[config.mk]
export PLATFORM = sky130hd
export DESIGN_NAME = dmem_arbiter
export DESIGN_NICKNAME = d
export VERILOG_FILES = /design/src/rtl/dmem_arbiter.sv
export SDC_FILE = /design/constraint.sdc
export NUM_CORES = 1
export LEC_CHECK = 0
export ABC_CLOCK_PERIOD_IN_PS = 2300
export CORE_MARGIN = 2
export CORE_UTILIZATION = 41
export DETAILED_ROUTE_END_ITERATION = 8
export PLACE_DENSITY = 0.86
export SLEW_MARGIN = 40
export SYNTH_ARGS = -nofsm -noshare
export SYNTH_HDL_FRONTEND = slang
export SYNTH_SLANG_ARGS = --single-unit
[constraint.sdc]
create_clock -name clk -period 2.3 [get_ports clk]
set_clock_uncertainty 0.1 [all_clocks]
set_input_delay 0.46 -clock clk [delete_from_list [all_inputs] [get_ports clk]]
set_output_delay 0.46 -clock clk [all_outputs]
set_load 0.01 [all_outputs]
[src/rtl/dmem_arbiter.sv]
// Two-requester arbiter and single-transaction sequencer for the 64 x 32 data memory.
// Build option: DMEM_ARB_FIXED_PRIO_EN gives requester 0 absolute priority instead of round-robin.
module dmem_arbiter (
  input  logic        clk,
  input  logic        reset,
  input  logic        m0_req,
  input  logic        m0_we,
  input  logic [5:0]  m0_addr,
  input  logic [31:0] m0_wdata,
  output logic        m0_ack,
  output logic [31:0] m0_rdata,
  output logic        m0_stall,
  input  logic        m1_req,
  input  logic        m1_we,
  input  logic [5:0]  m1_addr,
  input  logic [31:0] m1_wdata,
  output logic        m1_ack,
  output logic [31:0] m1_rdata,
  output logic [5:0]  mem_address,
  output logic [31:0] mem_write_data,
  output logic        mem_read,
  output logic        mem_write,
  input  logic [31:0] mem_read_data,
  output logic        arb_busy,
  output logic        grant_id
);

  typedef enum logic [1:0] {IDLE, ACCESS, RESP} state_t;

  state_t      state, state_nx;
  logic        cmd_we;
  logic [5:0]  cmd_addr;
  logic [31:0] cmd_wdata;
  logic [31:0] hold0, hold1;
  logic        any_req;
  logic        win_id;
  logic        resp_rd0, resp_rd1;
`ifdef DMEM_ARB_FIXED_PRIO_EN
`else
  logic        last_grant;
`endif

  assign any_req = m0_req | m1_req;

`ifdef DMEM_ARB_FIXED_PRIO_EN
  assign win_id = ~m0_req;
`else
  // On a tie the requester that did not win last time gets the slot.
  assign win_id = (m0_req & m1_req) ? ~last_grant : ~m0_req;
`endif

  always_comb begin
    state_nx = state;
    case (state)
      IDLE:    if (any_req) state_nx = ACCESS;
      ACCESS:  state_nx = RESP;
      RESP:    state_nx = IDLE;
      default: state_nx = IDLE;
    endcase
  end

  always_comb begin
    mem_address    = cmd_addr;
    mem_write_data = cmd_wdata;
    mem_read       = 1'b0;
    mem_write      = 1'b0;
    m0_ack         = 1'b0;
    m1_ack         = 1'b0;
    resp_rd0       = 1'b0;
    resp_rd1       = 1'b0;
    if (state == ACCESS) begin
      mem_read  = ~cmd_we;
      mem_write = cmd_we;
    end
    if (state == RESP) begin
      m0_ack   = ~grant_id;
      m1_ack   = grant_id;
      resp_rd0 = ~grant_id & ~cmd_we;
      resp_rd1 = grant_id & ~cmd_we;
    end
  end

  // Read data is passed straight through in the response cycle, then held.
  assign m0_rdata = resp_rd0 ? mem_read_data : hold0;
  assign m1_rdata = resp_rd1 ? mem_read_data : hold1;
  assign m0_stall = m0_req & ~m0_ack;
  assign arb_busy = (state != IDLE);

  always_ff @(posedge clk) begin
    if (reset) begin
      state     <= IDLE;
      cmd_we    <= 1'b0;
      cmd_addr  <= '0;
      cmd_wdata <= '0;
      grant_id  <= 1'b0;
      hold0     <= '0;
      hold1     <= '0;
`ifdef DMEM_ARB_FIXED_PRIO_EN
`else
      last_grant <= 1'b1;
`endif
    end else begin
      state <= state_nx;
      if (state == IDLE && any_req) begin
        cmd_we    <= win_id ? m1_we    : m0_we;
        cmd_addr  <= win_id ? m1_addr  : m0_addr;
        cmd_wdata <= win_id ? m1_wdata : m0_wdata;
        grant_id  <= win_id;
`ifdef DMEM_ARB_FIXED_PRIO_EN
`else
        last_grant <= win_id;
`endif
      end
      if (resp_rd0) hold0 <= mem_read_data;
      if (resp_rd1) hold1 <= mem_read_data;
    end
  end

endmodule
Yosys cells after proc, flatten, opt, wreduce, memory -nomap -nowiden:

Cells that the tools add are included.
Widths: inputs -> output; s select.

* register bits after elaboration: 107
* input bits: 114
* output and inout bits: 109
* word-level logic and storage cells: 38

* eq/ne operators: 3
* mux-type cells: 14
* bitwise operators: 10
* reduce and logical (&&, ||, !) cells: 3

Operators by type and width (count)
* $mux 32: 3
* $mux 1: 8
* $mux 6: 1
* $not 1->1: 5
* $and 1x1->1: 4
* $pmux 2 s2: 1
* $eq 2x1->1 const B: 1
* $eq 2x2->1 const B: 1
* $logic_not 2->1: 1
* $mux 2: 1
* $ne 2x2->1 const B: 1
* $reduce_bool 2->1: 1
* $logic_and 1x1->1: 1
* $or 1x1->1: 1

Depth between registers and ports, before layout:

Gate-level depths: netlist of the first run.

* depth in word-level cells: 4
* mapped depth: 6
* depth with buffers taken out: 4

Worst setup path after synthesis of the first run:

OpenSTA, ideal clock, no wires.

* kind: reg2out
* from: register grant_id
* to: output m1_rdata[10]
* data arrival time: 1.413 ns
* required time: 1.740 ns
* setup slack: 0.327 ns
* cell stages (with the launch flop): 5
* path buffers: 2
* cell sequence: dfxtp_1 nor4bb_1 buf_4 buf_12 mux2_4

* word-level cells in the longest chain between the ends: 3

RTL lines
* start: declaration: RTL line 25 `output logic grant_id`
* start signal: assignment: RTL line 108 `grant_id <= win_id;`
* $and 1x1->1: RTL line 79 `resp_rd1 = grant_id & ~cmd_we;`
* $mux 1: RTL line 75 `if (state == RESP) begin`
* $mux 32
* end: declaration: RTL line 18 `output logic [31:0] m1_rdata,`

No other way between the ends.

Final worst setup path of the first run:

* from: register state[1]
* to: output m1_rdata[14]

* word-level cells in the longest chain between the ends: 3

RTL lines
* start: declaration: RTL line 30 `state_t state, state_nx;`
* start signal: assignment: RTL line 103 `state <= state_nx;`
* $eq 2x2->1: RTL line 75
* $mux 1: RTL line 75
* $mux 32

No other way between the ends.

==> results of run 1 <==
-- power by group through the flow --
stage | registers (uW) | clock network [uW] | logic [uW]
floorplan | 2090 | 0 | 399
global placement | 2060 | 0 | 988
detailed placement | 2060 | 0 | 1010
CTS | 2020 | 1620 | 1110
global route | 2040 | 1700 | 1170
finish | 2030 | 1610 | 1110
-- through the flow --
step / setup slack [ns] / util (%)
4_1_cts: -0.115 / 70.4
3_5_place_dp: -0.173 / 62.8
2_1_floorplan: 0.327 / -
5_1_grt: -0.209 / 69.9
6_report: -0.120 / 69.9
3_3_place_gp: -0.134 / 62.8
-- cell usage in the layout, fill, tap and decap left out, types with 8 or more instances in the layout --
cell / instances
dfxtp_1: 103
and2b_1: 58
mux2_4: 64
clkdlybuf4s50_1: 154
a21oi_1: 41
nand3_1: 39
buf_12: 8
a311oi_1: 38
buf_6: 68
buf_4: 33
o21ai_0: 39
clkbuf_16: 9
-- cells in the mapped netlist (all sizes together), types with 2 or more instances --
master,number
dfxtp,107
mux2,64
and2b,58
a21oi,41
a311oi,39
nand3,39
o21ai,39
clkbuf,36
buf,13
nor2b,8
nor2,5
inv,3
nand2b,2
nor3,2
-- final cells by class --
| cell class | instances | area [um^2] | share of cell area (%) |
|---|---|---|---|
| tap | 143 | 179 | 2.24 |
| clock buffer | 10 | 239 | 2.99 |
| clock inverter | 6 | 71.3 | 0.893 |
| timing repair buffer | 269 | 2810 | 35.2 |
| sequential | 107 | 2150 | 26.9 |
| multi-input combinational | 304 | 2530 | 31.6 |
| inverter | 3 | 11.3 | 0.141 |
-- registers in the layout, indices dropped and copies added (netlist names) --
signal / cells
hold1: 32
mem_address: 6
state: 2
cmd_we: 1
last_grant: 1
grant_id: 1
mem_write_data: 32
hold0: 32
-- cells by family after synthesis --
logic type	Yosys count
AOI/OAI and AO/OA	120
and+or+nand+nor	120
DFF	107
muxes	64
buffers and inverters	52
-- worst register-to-register path, stage by stage, from the launching register on --
cell	delay, ns
dfxtp_2	0.35
buf_4	0.16
nor2_4	0.08
buf_4	0.38
and2_1	0.25
buf_4	0.38
a311oi_1	0.21
-- path summary, 6_finish.rpt --
kind,endpoint,from,cells past startpoint
hold / removal,mem_write_data[30],mem_write_data[30],2
setup reg to reg,mem_write_data[12],state[0],6
hold reg to reg,mem_write_data[30],mem_write_data[30],2
setup / recovery,m1_rdata[14],state[1],6
-- timing repair --
action,4_1_cts,5_1_grt
setup buffers,17,7
endpoints found under the setup margin,66,66
gates cloned,6,0
pin swaps,2,2
gates resized for setup,382,4
-- metal layers --
layer  GRT usage, %  vias to the layer above
li1               -                     2129
met2           47.1                      228
met5              0                        -
met3           6.70                       28
met4           7.56                        0
met1           28.8                     2168
==> qor.yml, run 1 <==
sta:
  hold_viol_final: 0
  maxSlewHeadroom_pct: 66.3
  fin_ws_ns: -0.120
  slew_viol_final: 0
  worst_pin_slew_ns: 0.505
  max_freq_mhz: 413
  setup_tns_ns: -3.72
  finalSetupViolations: 64
  min_period_ns: 2.42
  rsz0062_at_grt: "true"
  min_period_over_period_pct: 105
  whs_ns: 0.419
synthesis:
  synth_fp_nets: 577
  synth-simple-area-share_pct: 16.4
  synth_compound_area_share_pct: 15.8
  synth.largest_area_cell: "dfxtp_1"
  syn_inst: 463
  synth_flop_cell: "dfxtp_1"
  syn_area_per_cell_um2: 10.4
  synth_edf_count: 0
  synthAdderAreaFrac_pct: 0
  synth_xor_area_share_pct: 0
  ys_seq_area_share_pct: 44.7
  synth_area_um2: 4790
  async_reset_ff_share_pct: 0
  synth_top_family_by_area: "multiplexers"
  synth_cell_types: 28
  yosysWarnings: 0
  synthMuxAreaShare_pct: 17.4
  synth.top_cell.area_share_pct: 44.7
  yosys_register_bits: 107
  synth_area_leaders: "dfxtp_1 45%, mux2_4 9.4%, and2b_1 9.1%"
pwr:
  comb_power_share_pct: 23.4
  power_uw: 4740
  vdd_drop_max_mv: 0.402
  p_leak_uw: 0.00342
  p_per_area_nw_per_um2: 594
  switching_share_pct: 26.4
  p_clk_share_pct: 33.9
  seqPwrFrac_pct: 42.7
  p_int_uw: 3490
  p_switching_uw: 1250
layout:
  layout.nets: 808
  drive_gt1_share_pct: 28.8
  fill_cells: 774
  instances_no_fill: 842
  insertedDiodeCount: 0
  area_delta_synth_final_pct: 66.6
  final_area_um2: 7990
detailed_routing:
  vias: 4553
  ant_nets: 0
  top_layer_used: "met4"
  routed_wirelength_um: 16500
  drt_iter0_drc: 363
  drtPass1Iterations: 4
  viasPerCell: 5.41
  route.detailed.drc: 0
  wl_per_cell_um: 19.6
  wl_met3_um: 1380
  wl_met1_um: 6380
  route.met2.wl_um: 8440
cts:
  cts_tree: "yes"
  clock-root-buffer: "clkbuf_16"
  cts.path.max_buffers: 2
  cts_sinks: 107
  clk-insertion-delay-late_ns: 0.34
  path_clk_slew_ns: 0.07
  htree_levels: 3
  numCtsBuffers: 9
  cts_hold_buf: 0
global_routing:
  overflow: 0
  grt_max_degree: 53
  grt_pass1_wl_um: 25400
  antenna_found_initial: 0
  track_usage_pct: 25.5
  grt_pass1_vias: 4640
place:
  dpl.hpwl_um: 10200
  place_congestion: 0.864
  portBuffers: 222
  dpl_cell_area_um2: 7180
  dpl.cell_count: 801
worst_setup_path:
  required_ns: 1.74
  crit_path_max_fanout: 8
  arrival_ns: 1.86
  crit_buf_inv: 4
  startpoint_type: "register"
  critical_path_class: "reg2out"
  crit_path_end_kind: "primary output"
  cp_top_family: "buffers and inverters"
  slowest_stage: "dfxtp_2"
  crit_path_max_incr_delay_ns: 0.35
  r2r_setup_slack_ns: 0.25
  crit_top_cell: "buf_6"
  path_cells: "nor4bb_4 > buf_6 > buf_12 > buf_16 > mux2_4 > buf_6"
hold_path:
  hp-class: "reg2reg"
outcome:
  status: "finished, violations left"
  violations: "setup timing"
floorplan:
  io_pins: 223
  fp.dieH_um: 112
  rows: 39
  die-area_um2: 12600
  initial_core_util_pct: 42.0
  core_um2: 11400
  die_x_um: 112
flow_run:
  maxCapViolCount: 0
Note: power is estimated with default switching activity, not from simulation.
==> run 2: changes to the inputs <==
--- a/config.mk
+++ b/config.mk
@@ -6,6 +6,7 @@
 export NUM_CORES = 1
 export LEC_CHECK = 0
 export ABC_CLOCK_PERIOD_IN_PS = 2300
+export CORE_ASPECT_RATIO = 1.5
 export CORE_MARGIN = 2
 export CORE_UTILIZATION = 41
 export DETAILED_ROUTE_END_ITERATION = 8
==> run 2 against run 1 <==
The flow still finishes with violations (setup timing). Die area grew 0.14%. Worst setup slack got worse by 0.019 ns. Utilization up 0.46 points. Sequential cell count unchanged. Fmax shrank 0.79%. Cell count increased by 1.5%. Design area rose by 1.1%. Sequential power is essentially flat. Clock power is 4% higher. Wire length grew 9.9%. Power up 2.2%. Highest routed layer unchanged.
==> qor.yml, run 2 (synthesized netlist as in run 1, its figures left out) <==
worst_setup_path:
  crit_buf_inv: 4  # unchanged
  startpoint_type: "register"
  crit_top_cell: "buf_6"
  startpoint: "cmd_we"
  r2r_start: "state[1]"
  rr_worst_depth: 7  # +1
  slowest_stage: "dfxtp_4"
  arrival_ns: 1.88  # +0.02 ns
  cp_top_family: "buffers and inverters"
  path_cells: "nor4b_4 > buf_4 > buf_6 > buf_12 > mux2_4 > buf_6"
  critical_path_class: "reg2out"
  crit_path_end_kind: "primary output"
  r2r_setup_slack_ns: 0.22  # -0.03 ns
  rr_endpoint: "mem_write_data[11]"
  crit_path_max_fanout: 8  # unchanged
  required_ns: 1.74  # about the same
  crit_path_max_incr_delay_ns: 0.37  # +0.02 ns
cts:
  clock-root-buffer: "clkbuf_16"
  cts.path.max_buffers: 2  # unchanged
  cts_sinks: 107  # unchanged
  cts_hold_buf: 0  # unchanged
  path_clk_slew_ns: 0.07  # about the same
  cts_tree: "yes"
  htree_levels: 3  # unchanged
  numCtsBuffers: 9  # unchanged
  clk-insertion-delay-late_ns: 0.34  # about the same
detailed_routing:
  ant_nets: 0  # unchanged
  vias: 4719  # +3.6%
  viasPerCell: 5.52  # +2.1%
  wl_per_cell_um: 21.2  # +8.2%
  routed_wirelength_um: 18200  # +9.9%
  drtPass1Iterations: 5  # +1
  drt_iter0_drc: 277  # -24%
  route.detailed.drc: 0  # unchanged
sta:
  finalSetupViolations: 64  # unchanged
  maxSlewHeadroom_pct: 69.7  # +3.4 points
  worst_pin_slew_ns: 0.454  # -0.0506 ns
  min_period_ns: 2.44  # +0.0193 ns
  rsz0062_at_grt: "true"
  min_period_over_period_pct: 106  # +0.84 points
  slew_viol_final: 0  # unchanged
  max_freq_mhz: 410  # -0.79%
  hold_viol_final: 0  # unchanged
  fin_ws_ns: -0.139  # -0.0193 ns
layout:
  final_common_cell: "clkdlybuf4s50_1"
  drive_gt1_share_pct: 29.4  # +0.61 points
  insertedDiodeCount: 0  # unchanged
  mostFrequentLayoutCells: "153 x clkdlybuf4s50_1, 103 x dfxtp_1, 69 x buf_6"
  area_delta_synth_final_pct: 68.5
  layout.nets: 815  # +0.87%
  fill_cells: 753  # -2.7%
pwr:
  vdd_drop_max_mv: 0.424  # +5.4%
  p_per_area_nw_per_um2: 600  # +1.1%
  p_leak_uw: 0.00348  # +1.6%
  power_uw: 4850  # +2.2%
floorplan:
  rows: 48  # +23%
  fp.dieH_um: 136  # +22%
  die_x_um: 92.3  # -18%
  io_pins: 223  # unchanged
  initial_core_util_pct: 41.8  # -0.19 points
  core_um2: 11500  # +0.46%
  die-area_um2: 12600  # +0.14%
global_routing:
  overflow: 0  # unchanged
  antenna_found_initial: 0  # unchanged
  grt_pass1_vias: 4879  # +5.2%
  grt_pass1_wl_um: 26200  # +3.2%
  grt_max_degree: 108  # +100%
  track_usage_pct: 26.8  # +1.3 points
place:
  dpl.hpwl_um: 10200  # +0.12%
  portBuffers: 222  # unchanged
  place_congestion: 0.792  # -8.4%
  dpl_worst_slack_ns: -0.177  # -0.00342 ns
outcome:
  violations: "setup timing"
  status: "finished, violations left"
hold_path:
  holdPathStages: 2  # unchanged
  hold_end: "mem_address[3]"
  hp-class: "reg2reg"
  worstHoldStart: "mem_address[3]"
flow_run:
  maxCapViolCount: 0  # unchanged
run 2: how the worst max path moves through the flow:
stage	end	slack [ns]	depth (start not counted)
CTS	m1_rdata[1]	-0.15	6
detailed placement	m1_rdata[0]	-0.18	4
global route	m0_rdata[10]	-0.19	6
floorplan	m1_rdata[10]	0.33	4
global placement	m1_rdata[0]	-0.13	4
finish	m0_rdata[18]	-0.14	6
run 2: layer usage:
metal	vias up	share of wire, %	global-route usage [%]
met2	280	53	48.0
li1	2143	-	-
met1	2244	35	28.3
met4	0	3.8	13.0
met3	52	8.1	8.48
met5	-	0	0
run 2: where the power goes:
part	total [uW]	internal (uW)	switching [uW]
Sequential	2030	1960	65.0
Combinational	1140	649	488
Clock	1680	985	695
Total	4850	3600	1250
run 2: stage by stage:
stage                     setup TNS (ns)  util [%]  instance area, um^2  std cells  hold WS (ns)
after floorplan                        0         -                 4790        463         0.381
after global placement             -4.65      62.4                 7160        805         0.404
after detailed placement           -7.15      62.4                 7160        805         0.412
after CTS                          -5.87      69.7                 7990        844         0.424
after global routing               -8.62      70.4                 8080        855         0.436
final                              -5.48      70.4                 8080        855         0.421
run 2: timing repair:
| action | in CTS | in global routing |
|---|---|---|
| pin swaps | 2 | 2 |
| cloned | 6 | 0 |
| gates resized for setup | 370 | 16 |
| endpoints found under the setup margin | 66 | 66 |
| setup buffers | 19 | 15 |
| endpoints found under the hold margin | 0 | 0 |
run 2: final cells by class:
type | count | area, um^2 | area share (%)
clock buffers | 10 | 239 | 2.96
clock inverters | 5 | 82.6 | 1.02
inverters | 3 | 11.3 | 0.139
multi-input cells | 304 | 2530 | 31.3
flip-flops and latches | 107 | 2150 | 26.7
well taps | 150 | 188 | 2.32
repair buffers | 276 | 2880 | 35.6
run 2: worst reg2reg max path, cell delays in order, from the launching register on:
cell      delay, ns
dfxtp_2        0.35
buf_4          0.15
buf_4          0.14
nor2_4         0.10
buf_4          0.40
and2_1         0.23
buf_4          0.30
a311oi_1       0.18
